## src/rtl/register_sipo_deserializer.sv

```systemverilog
// Serial-in, parallel-out receiver for the FPGAMAC register set.
// It collects WIDTH serial bits into a word. Each completed word goes to a
// parallel consumer through a single-entry holding register that uses a
// valid/ready handshake. Every output is driven directly by a flop.
// WIDTH must be in the range 2..16. A 1-bit word has no SHIFT state.
module register_sipo_deserializer #(
   parameter int WIDTH     = 5,
   parameter bit MSB_FIRST = 1'b1
) (
   input  logic             reg_clk_i,
   input  logic             reg_reset_i,
   input  logic             sdi_i,
   input  logic             sdi_valid_i,
   input  logic             sync_i,
   output logic [WIDTH-1:0] pdo_o,
   output logic             pdo_valid_o,
   input  logic             pdo_ready_i,
   output logic             busy_o,
   output logic             overrun_o,
   input  logic             overrun_clr_i
);

   localparam int              CNT_W    = $clog2(WIDTH);
   localparam logic [CNT_W-1:0] CNT_LAST = CNT_W'(WIDTH - 1);

   // Shift state machine. IDLE means the bit count is 0.
   localparam logic [0:0] ST_IDLE  = 1'b0;
   localparam logic [0:0] ST_SHIFT = 1'b1;

   // Holding register occupancy.
   localparam logic [0:0] HOLD_EMPTY = 1'b0;
   localparam logic [0:0] HOLD_FULL  = 1'b1;

   logic [0:0]       state_q,   state_d;
   logic [CNT_W-1:0] count_q,   count_d;
   logic [WIDTH-1:0] shift_q,   shift_d;
   logic             busy_q,    busy_d;
   logic [0:0]       hold_q,    hold_d;
   logic [WIDTH-1:0] pdo_q,     pdo_d;
   logic             overrun_q, overrun_d;

   logic [WIDTH-1:0] shifted;
   logic             word_done;

   // The shift register is all zeros whenever the state is IDLE. This lets
   // the first bit use the same shift expression as every later bit.
   // Applying the same expression to the last bit produces the complete word.
   always_comb begin
      if (MSB_FIRST) begin
         shifted = {shift_q[WIDTH-2:0], sdi_i};
      end else begin
         shifted = {sdi_i, shift_q[WIDTH-1:1]};
      end
   end

   // Next state of the bit collector. sync_i takes priority over a valid bit.
   always_comb begin
      // NOTE: every signal gets a default before the branches. An output that
      // is left unassigned on some path in always_comb makes a latch.
      state_d   = state_q;
      count_d   = count_q;
      shift_d   = shift_q;
      word_done = 1'b0;
      if (sync_i) begin
         state_d = ST_IDLE;
         count_d = '0;
         shift_d = '0;
      end else if (sdi_valid_i) begin
         case (state_q)
            ST_IDLE: begin
               shift_d = shifted;
               count_d = CNT_W'(1);
               state_d = ST_SHIFT;
            end
            ST_SHIFT: begin
               if (count_q == CNT_LAST) begin
                  word_done = 1'b1;
                  count_d   = '0;
                  shift_d   = '0;
                  state_d   = ST_IDLE;
               end else begin
                  shift_d = shifted;
                  count_d = count_q + CNT_W'(1);
               end
            end
            default: begin
               state_d = ST_IDLE;
               count_d = '0;
               shift_d = '0;
            end
         endcase
      end
      busy_d = (count_d != '0);
   end

   // Next state of the holding register and the sticky overrun flag.
   // The clear is applied first, so a new overrun in the same cycle wins.
   always_comb begin
      hold_d    = hold_q;
      pdo_d     = pdo_q;
      overrun_d = overrun_clr_i ? 1'b0 : overrun_q;
      if (word_done) begin
         if (hold_q == HOLD_EMPTY || pdo_ready_i) begin
            pdo_d  = shifted;
            hold_d = HOLD_FULL;
         end else begin
            overrun_d = 1'b1;
         end
      end else if (hold_q == HOLD_FULL && pdo_ready_i) begin
         hold_d = HOLD_EMPTY;
      end
   end

   // Bit collector registers. Reset discards any partial word.
   always_ff @(posedge reg_clk_i or posedge reg_reset_i) begin
      // NOTE: state registers use non-blocking assignments. Every flop then
      // samples the values from before the edge, which avoids ordering races.
      if (reg_reset_i) begin
         state_q <= ST_IDLE;
         count_q <= '0;
         shift_q <= '0;
         busy_q  <= 1'b0;
      end else begin
         state_q <= state_d;
         count_q <= count_d;
         shift_q <= shift_d;
         busy_q  <= busy_d;
      end
   end

   // Holding register and overrun flag. Reset also discards a held word.
   always_ff @(posedge reg_clk_i or posedge reg_reset_i) begin
      if (reg_reset_i) begin
         hold_q    <= HOLD_EMPTY;
         pdo_q     <= '0;
         overrun_q <= 1'b0;
      end else begin
         hold_q    <= hold_d;
         pdo_q     <= pdo_d;
         overrun_q <= overrun_d;
      end
   end

   assign pdo_o       = pdo_q;
   assign pdo_valid_o = (hold_q == HOLD_FULL);
   assign busy_o      = busy_q;
   assign overrun_o   = overrun_q;

endmodule

```

## config.mk

```make
export PLATFORM = sky130hd
export DESIGN_NAME = register_sipo_deserializer
export DESIGN_NICKNAME = d
export VERILOG_FILES = /design/src/rtl/register_sipo_deserializer.sv
export SDC_FILE = /design/constraint.sdc
export NUM_CORES = 1
export LEC_CHECK = 0
export BUFFER_PORTS_ARGS = -buffer_cell sky130_fd_sc_hd__buf_2
export CORE_AREA = 2 2 56 58
export DETAILED_ROUTE_END_ITERATION = 6
export DIE_AREA = 0 0 58 60
export SLEW_MARGIN = 20
export SYNTH_ARGS = -nofsm -noshare
export SYNTH_HDL_FRONTEND = slang
export SYNTH_SLANG_ARGS = --single-unit
```

## constraint.sdc

```tcl
create_clock -name reg_clk_i -period 1.34 [get_ports reg_clk_i]
set_input_delay 0.268 -clock reg_clk_i [delete_from_list [all_inputs] [get_ports reg_clk_i]]
set_output_delay 0.268 -clock reg_clk_i [all_outputs]
set_load 0.02 [all_outputs]
```

==> out/results.ini <==
[job]
drv_cap=0

[setup_path]
worstPathArrival_ns=1.64
end_kind=flip-flop
startpoint_type=flip-flop
critPathMaxStageDelay_ns=0.40
reg2reg_depth=6
path_depth=6
slowest_stage=dfrtp_1
crit_chain=inv_2 > ha_4 > nand3_4 > nor3b_4 > buf_6 > mux2_4
path_max_fanout=5
crit_buf_inv=2
critical_path_class=flip-flop to flip-flop
path_delay_family=flip-flops
worstPathRequired_ns=1.52

[detailed_routing]
antenna_left=0
remaining_drc_errors=0
vias=527
top_layer=met4
drt-initial-drc-count=19
route.met3.wl_um=72
postRouteWirelength_mm=1.45
vias_per_cell=4.62
firstDrtPassIters=6
wl_per_cell_um=12.7
wl_met2_um=754
met1_length_um=595

[run_status]
status=finished with violations
violations=setup timing

[finish]
n_antenna_cell=0
syn_to_final_growth_pct=42.5
utilization_pct=33.5
drive_gt1_share_pct=51.9
layout.nets=91

[timing]
finalCritPeriodShare_pct=109
drv_slew=0
whs_ns=0.164
fmax_mhz=685
fin_crit_ns=1.46
skew_ns=0.00451
hold_violations=0
rsz0062_at_grt=yes
relSlewSlack_pct=76.4
timing.final.ws_setup_ns=-0.119
tightest_slew_ns=0.353
setup_viol=6

[power_and_ir_drop]
power.total_mw=0.919
netSwitchingPower_mw=0.208
switching_share_pct=22.7
power_frac_seq_pct=54.8
p_int_mw=0.711
power_frac_comb_pct=11.3
vdd_drop_max_v=0.000375
power.leakage_nw=0.487
cellPowerDensity_nw_per_um2=944
pwr-share-clk_pct=34.0

[synthesis]
dominantRegCellSynth=dfrtp_1
ys_top_cells_by_area=dfrtp_1, mux2_2, a22o_1, ha_1, nand2b_1
syn_area_per_cell_sq_um=13.1
ys_types=21
syn_nets=61
yosysWarnings=0
yosys.area.top_type=dfrtp_1
netlist_area_sq_um=683
netlist.area_leader.share_pct=58.6
async_flop_share_pct=100
synth_common_cells=dfrtp_1, mux2_2, a22o_1, inv_1, nand2b_1
synth_most_common_cell=dfrtp_1
ys_seq_area_share_pct=58.6
ys_ff_latch=16
synth_edf_count=0
synth_cells=52

[clock_network]
clockBufferDepth=2
clk_latency_ns=0.28
numClockSinks=16
cts_tree=done
cts_root_buffer=clkbuf_4
htree_levels=1
cts_made_buffers=3
clkTransAtPathRegs_ns=0.09

[die]
fp.dieH_um=60
die_w_um=58
ioPinCount=15
dieArea_sq_um=3480
rows=20
core_sq_um=2900
start_util_pct=23.5

[hold_path]
hold_depth=2
worstHoldPathType=input pin to flip-flop

[grt]
grt_pass1_wl_mm=2.39
grt_pass1_vias=532
antenna_found_initial=0
grt_use_total_pct=9.44
overflow=0
grt_max_degree=17

[placed_design]
place_congestion=0.869
place_ws_ns=-0.234
dp_hpwl_mm=1.02
io_buffers=14

## kinds of logic after synthesis
group / after synthesis / share of synthesized area, %
flops: 16 / 58.6
simple gates: 15 / 16.1
buf+inv: 4 / 2.20
compound gates: 10 / 11.2
mux: 5 / 8.24
fa+ha+maj: 2 / 3.66
## through the flow
stage               area (sq um)  std cells  TNS, ns
floorplan                    686         52   -0.665
global placement             857        107   -0.962
detailed placement           857        107    -1.23
CTS                          965        114   -0.734
global route                 973        114   -0.986
finish                       973        114   -0.657
## placed cells by master, fill, tap and decap left out, drive strengths merged
cell,count
buf,24
dfrtp,16
mux2,5
nand2b,4
a22o,4
clkbuf,4
inv,4
nor2,2
a21o,2
nand3,2
ha,2
and2b,1
nor3b,1
or2,1
nand2,1
a21oi,1
a311oi,1
o22ai,1
nand4bb,1
nand4b,1
a31oi,1
or3,1
dlygate4sd3,1
## worst paths after layout
| path | from | endpoint | slack [ns] |
|---|---|---|---|
| min in group asynchronous | reg_reset_i | state_q | 0.52 |
| min reg2reg | pdo_o[3] | pdo_o[3] | 0.52 |
| max | count_q[0] | pdo_o[4] | -0.12 |
| max in group asynchronous | reg_reset_i | pdo_valid_o | 0.64 |
| min | overrun_clr_i | overrun_o | 0.16 |
| max reg2reg | count_q[0] | pdo_o[4] | -0.12 |
## power by group through the flow
stage                     combinational (mW)  sequential, mW  clock [mW]
after global placement                0.0875           0.511           0
after CTS                              0.101           0.503       0.319
final                                  0.103           0.503       0.312
after global routing                   0.114           0.505       0.334
after detailed placement              0.0893           0.511           0
after floorplan                       0.0360           0.518           0
## layout make-up
cell class                      count  area [sq um]
Fill cell                         302          1930
Sequential cell                    16           400
Multi-Input combinational cell     32           322
Timing Repair Buffer               25           159
Tap cell                           33          41.3
Clock buffer                        4          36.3
Inverter                            4          15.0
## worst reg2reg max path, stage by stage (launching register included)
cell and delay, ns:
dfrtp_1 0.40, inv_2 0.07, ha_4 0.15, nand3_4 0.09
nor3b_4 0.18, buf_6 0.16, mux2_4 0.31
## repair_timing
item                       CTS  global route
hold endpoints to repair    16             0
pin swaps                    6             2
setup endpoints to repair    7             7
buffers inserted             2             0
resized for setup           11             2
hold buffers                 1             0
gates cloned                 0             0
## state kept, by name, indices dropped and copies added, names as in the netlist
| signal | flops |
|---|---|
| shift_q | 4 |
| pdo_valid_o | 1 |
| pdo_o | 5 |
| overrun_o | 1 |
| state_q | 1 |
| busy_o | 1 |
| count_q | 3 |
## routing by layer
layer / vias up / track usage (%)
met5: - / 0
met4: 0 / 4.98
met3: 5 / 2.60
met2: 16 / 16.2
met1: 263 / 10.7
li1: 243 / -
Note: power is estimated with default switching activity, not from simulation.
